<file path="src/rtl/apb_timer.sv">
// APB completer timer: prescaled 32-bit up-counter, compare match flag and level interrupt.
// Define APBTIMER_WAITSTATE_EN to make every APB access take exactly one wait state.
module apb_timer #(
   parameter int XLEN          = 32,
   parameter int PRESCALE_BITS = 16
) (
   input  logic                PCLK,
   input  logic                PRESETn,
   input  logic                PSEL,
   input  logic                PENABLE,
   input  logic                PWRITE,
   input  logic [7:0]          PADDR,
   input  logic [XLEN-1:0]     PWDATA,
   input  logic [XLEN/8-1:0]   PSTRB,
   output logic                PREADY,
   output logic [XLEN-1:0]     PRDATA,
   output logic                TimerIntr
);

   localparam logic [5:0] ADDR_CTRL     = 6'h00;
   localparam logic [5:0] ADDR_PRESCALE = 6'h01;
   localparam logic [5:0] ADDR_COUNT    = 6'h02;
   localparam logic [5:0] ADDR_COMPARE  = 6'h03;
   localparam logic [5:0] ADDR_STATUS   = 6'h04;

   logic [2:0]               ctrl;
   logic [PRESCALE_BITS-1:0] prescale;
   logic [PRESCALE_BITS-1:0] pcnt;
   logic [31:0]              count;
   logic [31:0]              compare;
   logic                     match;

   logic [5:0]  word;
   logic [31:0] wdata;
   logic [3:0]  strb;
   logic        commit;
   logic        wr_commit;
   logic        wr_ctrl;
   logic        wr_prescale;
   logic        wr_count;
   logic        wr_compare;
   logic        wr_status;
   logic        en;
   logic        autoreload;
   logic        ie;
   logic        tick;
   logic        hit;
   logic [31:0] ctrl_ext;
   logic [31:0] prescale_ext;
   logic [31:0] ctrl_merged;
   logic [31:0] prescale_merged;
   logic [31:0] count_merged;
   logic [31:0] compare_merged;
   logic        unused_bits;

   function automatic logic [31:0] merge_bytes(input logic [31:0] old_val,
                                               input logic [31:0] new_val,
                                               input logic [3:0]  be);
      logic [31:0] res;
      for (int i = 0; i < 4; i++) begin
         res[8*i +: 8] = be[i] ? new_val[8*i +: 8] : old_val[8*i +: 8];
      end
      return res;
   endfunction

   assign word      = PADDR[7:2];
   assign wdata     = PWDATA[31:0];
   assign strb      = PSTRB[3:0];
   assign commit    = PSEL & PENABLE & PREADY;
   assign wr_commit = commit & PWRITE;

   assign wr_ctrl     = wr_commit & (word == ADDR_CTRL);
   assign wr_prescale = wr_commit & (word == ADDR_PRESCALE);
   assign wr_count    = wr_commit & (word == ADDR_COUNT);
   assign wr_compare  = wr_commit & (word == ADDR_COMPARE);
   assign wr_status   = wr_commit & (word == ADDR_STATUS);

   assign en         = ctrl[0];
   assign autoreload = ctrl[1];
   assign ie         = ctrl[2];

   always_comb begin
      ctrl_ext                              = '0;
      ctrl_ext[2:0]                         = ctrl;
      prescale_ext                          = '0;
      prescale_ext[PRESCALE_BITS-1:0]       = prescale;
   end

   assign ctrl_merged     = merge_bytes(ctrl_ext, wdata, strb);
   assign prescale_merged = merge_bytes(prescale_ext, wdata, strb);
   assign count_merged    = merge_bytes(count, wdata, strb);
   assign compare_merged  = merge_bytes(compare, wdata, strb);

   assign tick = en & (pcnt == prescale);
   assign hit  = tick & (count == compare);

`ifdef APBTIMER_WAITSTATE_EN
   // Flag marks that the first access-phase cycle has been spent; PREADY follows it.
   logic wait_done;

   always_ff @(posedge PCLK or negedge PRESETn) begin
      if (!PRESETn)
         wait_done <= 1'b0;
      else if (!PSEL || commit)
         wait_done <= 1'b0;
      else if (PENABLE)
         wait_done <= 1'b1;
   end

   assign PREADY = wait_done;
`else
   assign PREADY = 1'b1;
`endif

   always_ff @(posedge PCLK or negedge PRESETn) begin
      if (!PRESETn) begin
         ctrl     <= '0;
         prescale <= '0;
         compare  <= '0;
      end else begin
         if (wr_ctrl)     ctrl     <= ctrl_merged[2:0];
         if (wr_prescale) prescale <= prescale_merged[PRESCALE_BITS-1:0];
         if (wr_compare)  compare  <= compare_merged;
      end
   end

   // Any PRESCALE write restarts the divider so the new period starts cleanly.
   always_ff @(posedge PCLK or negedge PRESETn) begin
      if (!PRESETn)
         pcnt <= '0;
      else if (!en || wr_prescale || tick)
         pcnt <= '0;
      else
         pcnt <= pcnt + PRESCALE_BITS'(1);
   end

   always_ff @(posedge PCLK or negedge PRESETn) begin
      if (!PRESETn)
         count <= '0;
      else if (wr_count)
         count <= count_merged;
      else if (hit && autoreload)
         count <= '0;
      else if (tick)
         count <= count + 32'd1;
   end

   // A new match outranks a write-1-to-clear landing in the same cycle.
   always_ff @(posedge PCLK or negedge PRESETn) begin
      if (!PRESETn)
         match <= 1'b0;
      else if (hit)
         match <= 1'b1;
      else if (wr_status && strb[0] && wdata[0])
         match <= 1'b0;
   end

   always_ff @(posedge PCLK or negedge PRESETn) begin
      if (!PRESETn)
         TimerIntr <= 1'b0;
      else
         TimerIntr <= match & ie;
   end

   always_comb begin
      PRDATA = '0;
      if (PSEL) begin
         case (word)
            ADDR_CTRL:     PRDATA[31:0] = ctrl_ext;
            ADDR_PRESCALE: PRDATA[31:0] = prescale_ext;
            ADDR_COUNT:    PRDATA[31:0] = count;
            ADDR_COMPARE:  PRDATA[31:0] = compare;
            ADDR_STATUS:   PRDATA[31:0] = {31'd0, match};
            default:       PRDATA[31:0] = 32'd0;
         endcase
      end
   end

   assign unused_bits = ^{PADDR[1:0], PWDATA, PSTRB, ctrl_merged, prescale_merged};

endmodule
</file>
<file path="config.mk">
export PLATFORM = sky130hd
export DESIGN_NAME = apb_timer
export DESIGN_NICKNAME = d
export VERILOG_FILES = /design/src/rtl/apb_timer.sv
export SDC_FILE = /design/constraint.sdc
export NUM_CORES = 1
export LEC_CHECK = 0
export BUFFER_PORTS_ARGS = -buffer_cell sky130_fd_sc_hd__buf_2
export CORE_UTILIZATION = 50
export CTS_CLUSTER_DIAMETER = 80
export DETAILED_ROUTE_END_ITERATION = 8
export GPL_TIMING_DRIVEN = 0
export PLACE_DENSITY = 0.7
export SLEW_MARGIN = 10
export SYNTH_ARGS = -nofsm -noshare
export SYNTH_HDL_FRONTEND = slang
export SYNTH_SLANG_ARGS = --single-unit
</file>
<file path="constraint.sdc">
create_clock -name PCLK -period 4 [get_ports PCLK]
set_input_delay 0.2 -clock PCLK [delete_from_list [all_inputs] [get_ports PCLK]]
set_output_delay 0.2 -clock PCLK [all_outputs]
set_load 0.05 [all_outputs]
</file>
==> flow_summary.json <==
{
  "required_ns": 4.21,
  "startpoint": "count[13]",
  "async_flop_share_pct": 100,
  "fmax_mhz": 349,
  "synth_top_area_share_pct": 38.7,
  "post-route-period-util_pct": 71.6,
  "fill_cells": 1137,
  "ys.flop_type": "dfrtp_1",
  "cellLeakagePower_nw": 3.27,
  "run_status": "completed",
  "hold_ws_ns": 0.0876,
  "route.detailed.drc": 0,
  "ys_seq_area_share_pct": 38.7,
  "ff_latch_area_mm2": 0.00253,
  "critPathMaxFanout": 10,
  "core_area_mm2": 0.0127,
  "cts_made_buffers": 9,
  "synth_cell_type_count": 50,
  "area_delta_synth_final_pct": 14.1,
  "ios": 83,
  "grt_max_degree": 62,
  "cp-start-kind": "flip-flop",
  "met3_usage_pct": 4.98,
  "drt_iter0_drc": 438,
  "reg2reg_from": "count[13]",
  "grtUsageMet2_pct": 51.2,
  "vias": 5988,
  "finalPower_mw": 2.20,
  "maxSlewHeadroom_pct": 36.2,
  "totalWireLength_mm": 20.2,
  "top_usage_layer": "met2",
  "grt_pass1_wl_mm": 32.0,
  "gr-total-overflow": 0,
  "multiInputGateArea_mm2": 0.00367,
  "clock-sinks": 101,
  "first_global_vias": 5787,
  "synth.area.top_cells": "dfrtp_1, mux2_2, xnor2_1",
  "ir_drop_mv": 0.278,
  "synth_area_mm2": 0.00653,
  "grt_use_total_pct": 31.9,
  "crit_slowest_cell": "nor4_2",
  "cts_htree_levels": 3,
  "ctsLongestPathBuffers": 2,
  "postSynthRegisterBits": 101,
  "hold_violations": 0,
  "hpwl_mm": 15.0,
  "period_minus_slack_ns": 2.86,
  "yosysTopAreaCell": "dfrtp_1",
  "critPathArrivalTime_ns": 3.08,
  "layout-drive-gt1-share_pct": 25.4,
  "die_y_um": 116,
  "worst_pin_slew_ns": 0.951,
  "routabilityCongestion": 0.947,
  "die_x_um": 116,
  "synth_enable_flop_cells": 0,
  "hp-class": "in2reg",
  "synth_nets": 750,
  "clock_latency_ns": 0.36,
  "ys_warn_count": 0,
  "cts_tree": "yes",
  "slew_violations": 0,
  "nNetsFinal": 842,
  "power_density_mw_per_mm2": 296,
  "insertedDiodeCount": 0,
  "fin_skew_ns": 0.00762,
  "grtUsageMet1_pct": 42.2,
  "die_area_mm2": 0.0135,
  "row_count": 41,
  "ant_nets": 0,
  "viasPerCell": 6.20,
  "syn_area_per_cell_um2": 9.34,
  "cts_setup_buffers": 0,
  "antenna_found_initial": 0,
  "end_kind": "flip-flop",
  "cap_viol_max_count": 0,
  "cp_common_cell": "clkbuf_1",
  "setup_tns_ns": 0,
  "hold_path.startpoint": "PWDATA[17]",
  "clkSlewWorstSetupHoldPaths_ns": 0.07,
  "crit_type": "reg2reg",
  "start_util_pct": 51.5,
  "first_pass_iters": 5,
  "routedWlPerCell_um": 20.9,
  "io_buffers": 79,
  "synth_cells": 699,
  "finish.utilization_pct": 58.8,
  "rsz0062_at_grt": "no",
  "clockRootBuffer": "clkbuf_16",
  "critPathMaxStageDelay_ns": 0.45,
  "path_cells": "clkbuf_1 > xnor2_1 > nand4_1 > nor4_2 > nand4_2 > clkbuf_1 > a32oi_1 > o21ai_1",
  "setup_violations": 0
}
## per-layer routing
metal  vias to the layer above  routed length (µm)
li1                       2758                   -
met1                      2928                8770
met2                       264                9490
met3                        38                1360
met4                         0                 616
met5                         -                   0
## worst paths after layout
kind	endpoint	slack [ns]	depth (start not counted)
max in group asynchronous	compare[7]	3.01	3
worst max register to register	count[22]	1.14	8
worst min-delay path	compare[17]	0.09	2
min in group asynchronous	count[24]	0.32	2
worst max-delay path	count[22]	1.14	8
worst min register to register	match	0.54	2
## report_power, final
group / internal (mW) / total (mW) / switching, mW
clock network: 0.447 / 0.826 / 0.379
registers: 1.05 / 1.08 / 0.0336
logic: 0.114 / 0.298 / 0.185
## final cells by class
class	instances	share of cell area, %
tap	172	2.89
clock inverter	2	0.134
multi-input combinational	523	49.2
sequential	101	33.9
buffer	56	3.51
inverter	19	0.958
clock buffer	12	3.44
timing repair buffer	81	5.90
## sequential cells by signal, indices dropped and copies added, names as in the netlist
name / flops
count: 32
prescale: 16
compare: 32
TimerIntr: 1
pcnt: 16
match: 1
ctrl: 3
## synthesized netlist by cell type, drive strengths merged (2+ instances only)
cell	count
ha	2
mux2i	3
o21ai	13
a21o	2
a22oi	45
a31oi	20
nor2b	2
inv	19
o22ai	15
o21a	4
clkbuf	34
buf	22
xnor2	50
nand4	50
and2	11
dfrtp	101
nor4	9
xor2	12
and4	2
and3	24
nor3	21
a21oi	16
nand2	32
nand4b	2
nand3	27
nor2	77
a32oi	12
mux2	64
## cells by family (layout without fill, tap and decap cells)
kind of cell    Yosys count  count (layout)  share of synthesized area (%)
compound gates          129             129                           14.1
xor+xnor                 62              62                           8.44
fa+ha+maj                 2               2                          0.383
buf+inv                  75             170                           5.10
flops                   101             101                           38.7
mux                      67              67                           11.5
other cells               1               1                         0.0575
simple gates            262             262                           21.7
## cells in the final DEF (no fill, tap or decap), drive strengths merged, types with 2 or more instances in the layout
cell / instances
nand4: 50
buf: 102
clkinv: 2
nor4: 9
xor2: 12
clkbuf: 46
dfrtp: 101
nand2: 32
mux2: 64
o22ai: 15
a21oi: 16
nor2: 77
and4: 2
a32oi: 12
nor2b: 2
o21a: 4
nor3: 21
xnor2: 50
mux2i: 3
nand3: 27
a21o: 2
inv: 19
a31oi: 20
o21ai: 13
ha: 2
and2: 11
nand4b: 2
a22oi: 45
and3: 24
## metrics by stage
step	instance area (µm²)	worst slack, ns	std cells
3_3_place_gp	7140	1.25	950
3_5_place_dp	7170	1.21	951
5_1_grt	7450	1.03	966
6_report	7450	1.14	966
2_1_floorplan	6530	1.77	699
4_1_cts	7450	1.21	966
## repair_timing
item	4_1_cts	5_1_grt
setup endpoints to repair	0	0
gates resized for setup	0	0
hold buffers	1	0
endpoints found under the hold margin	40	0
## critical path: cells and delay by family (launching register included)
family,cells,cell delay (ns)
compound gates,2,0.40
xor+xnor,1,0.41
buf+inv,2,0.54
flops,1,0.36
simple gates,3,1.00
Power figures use the tool's default switching activity.
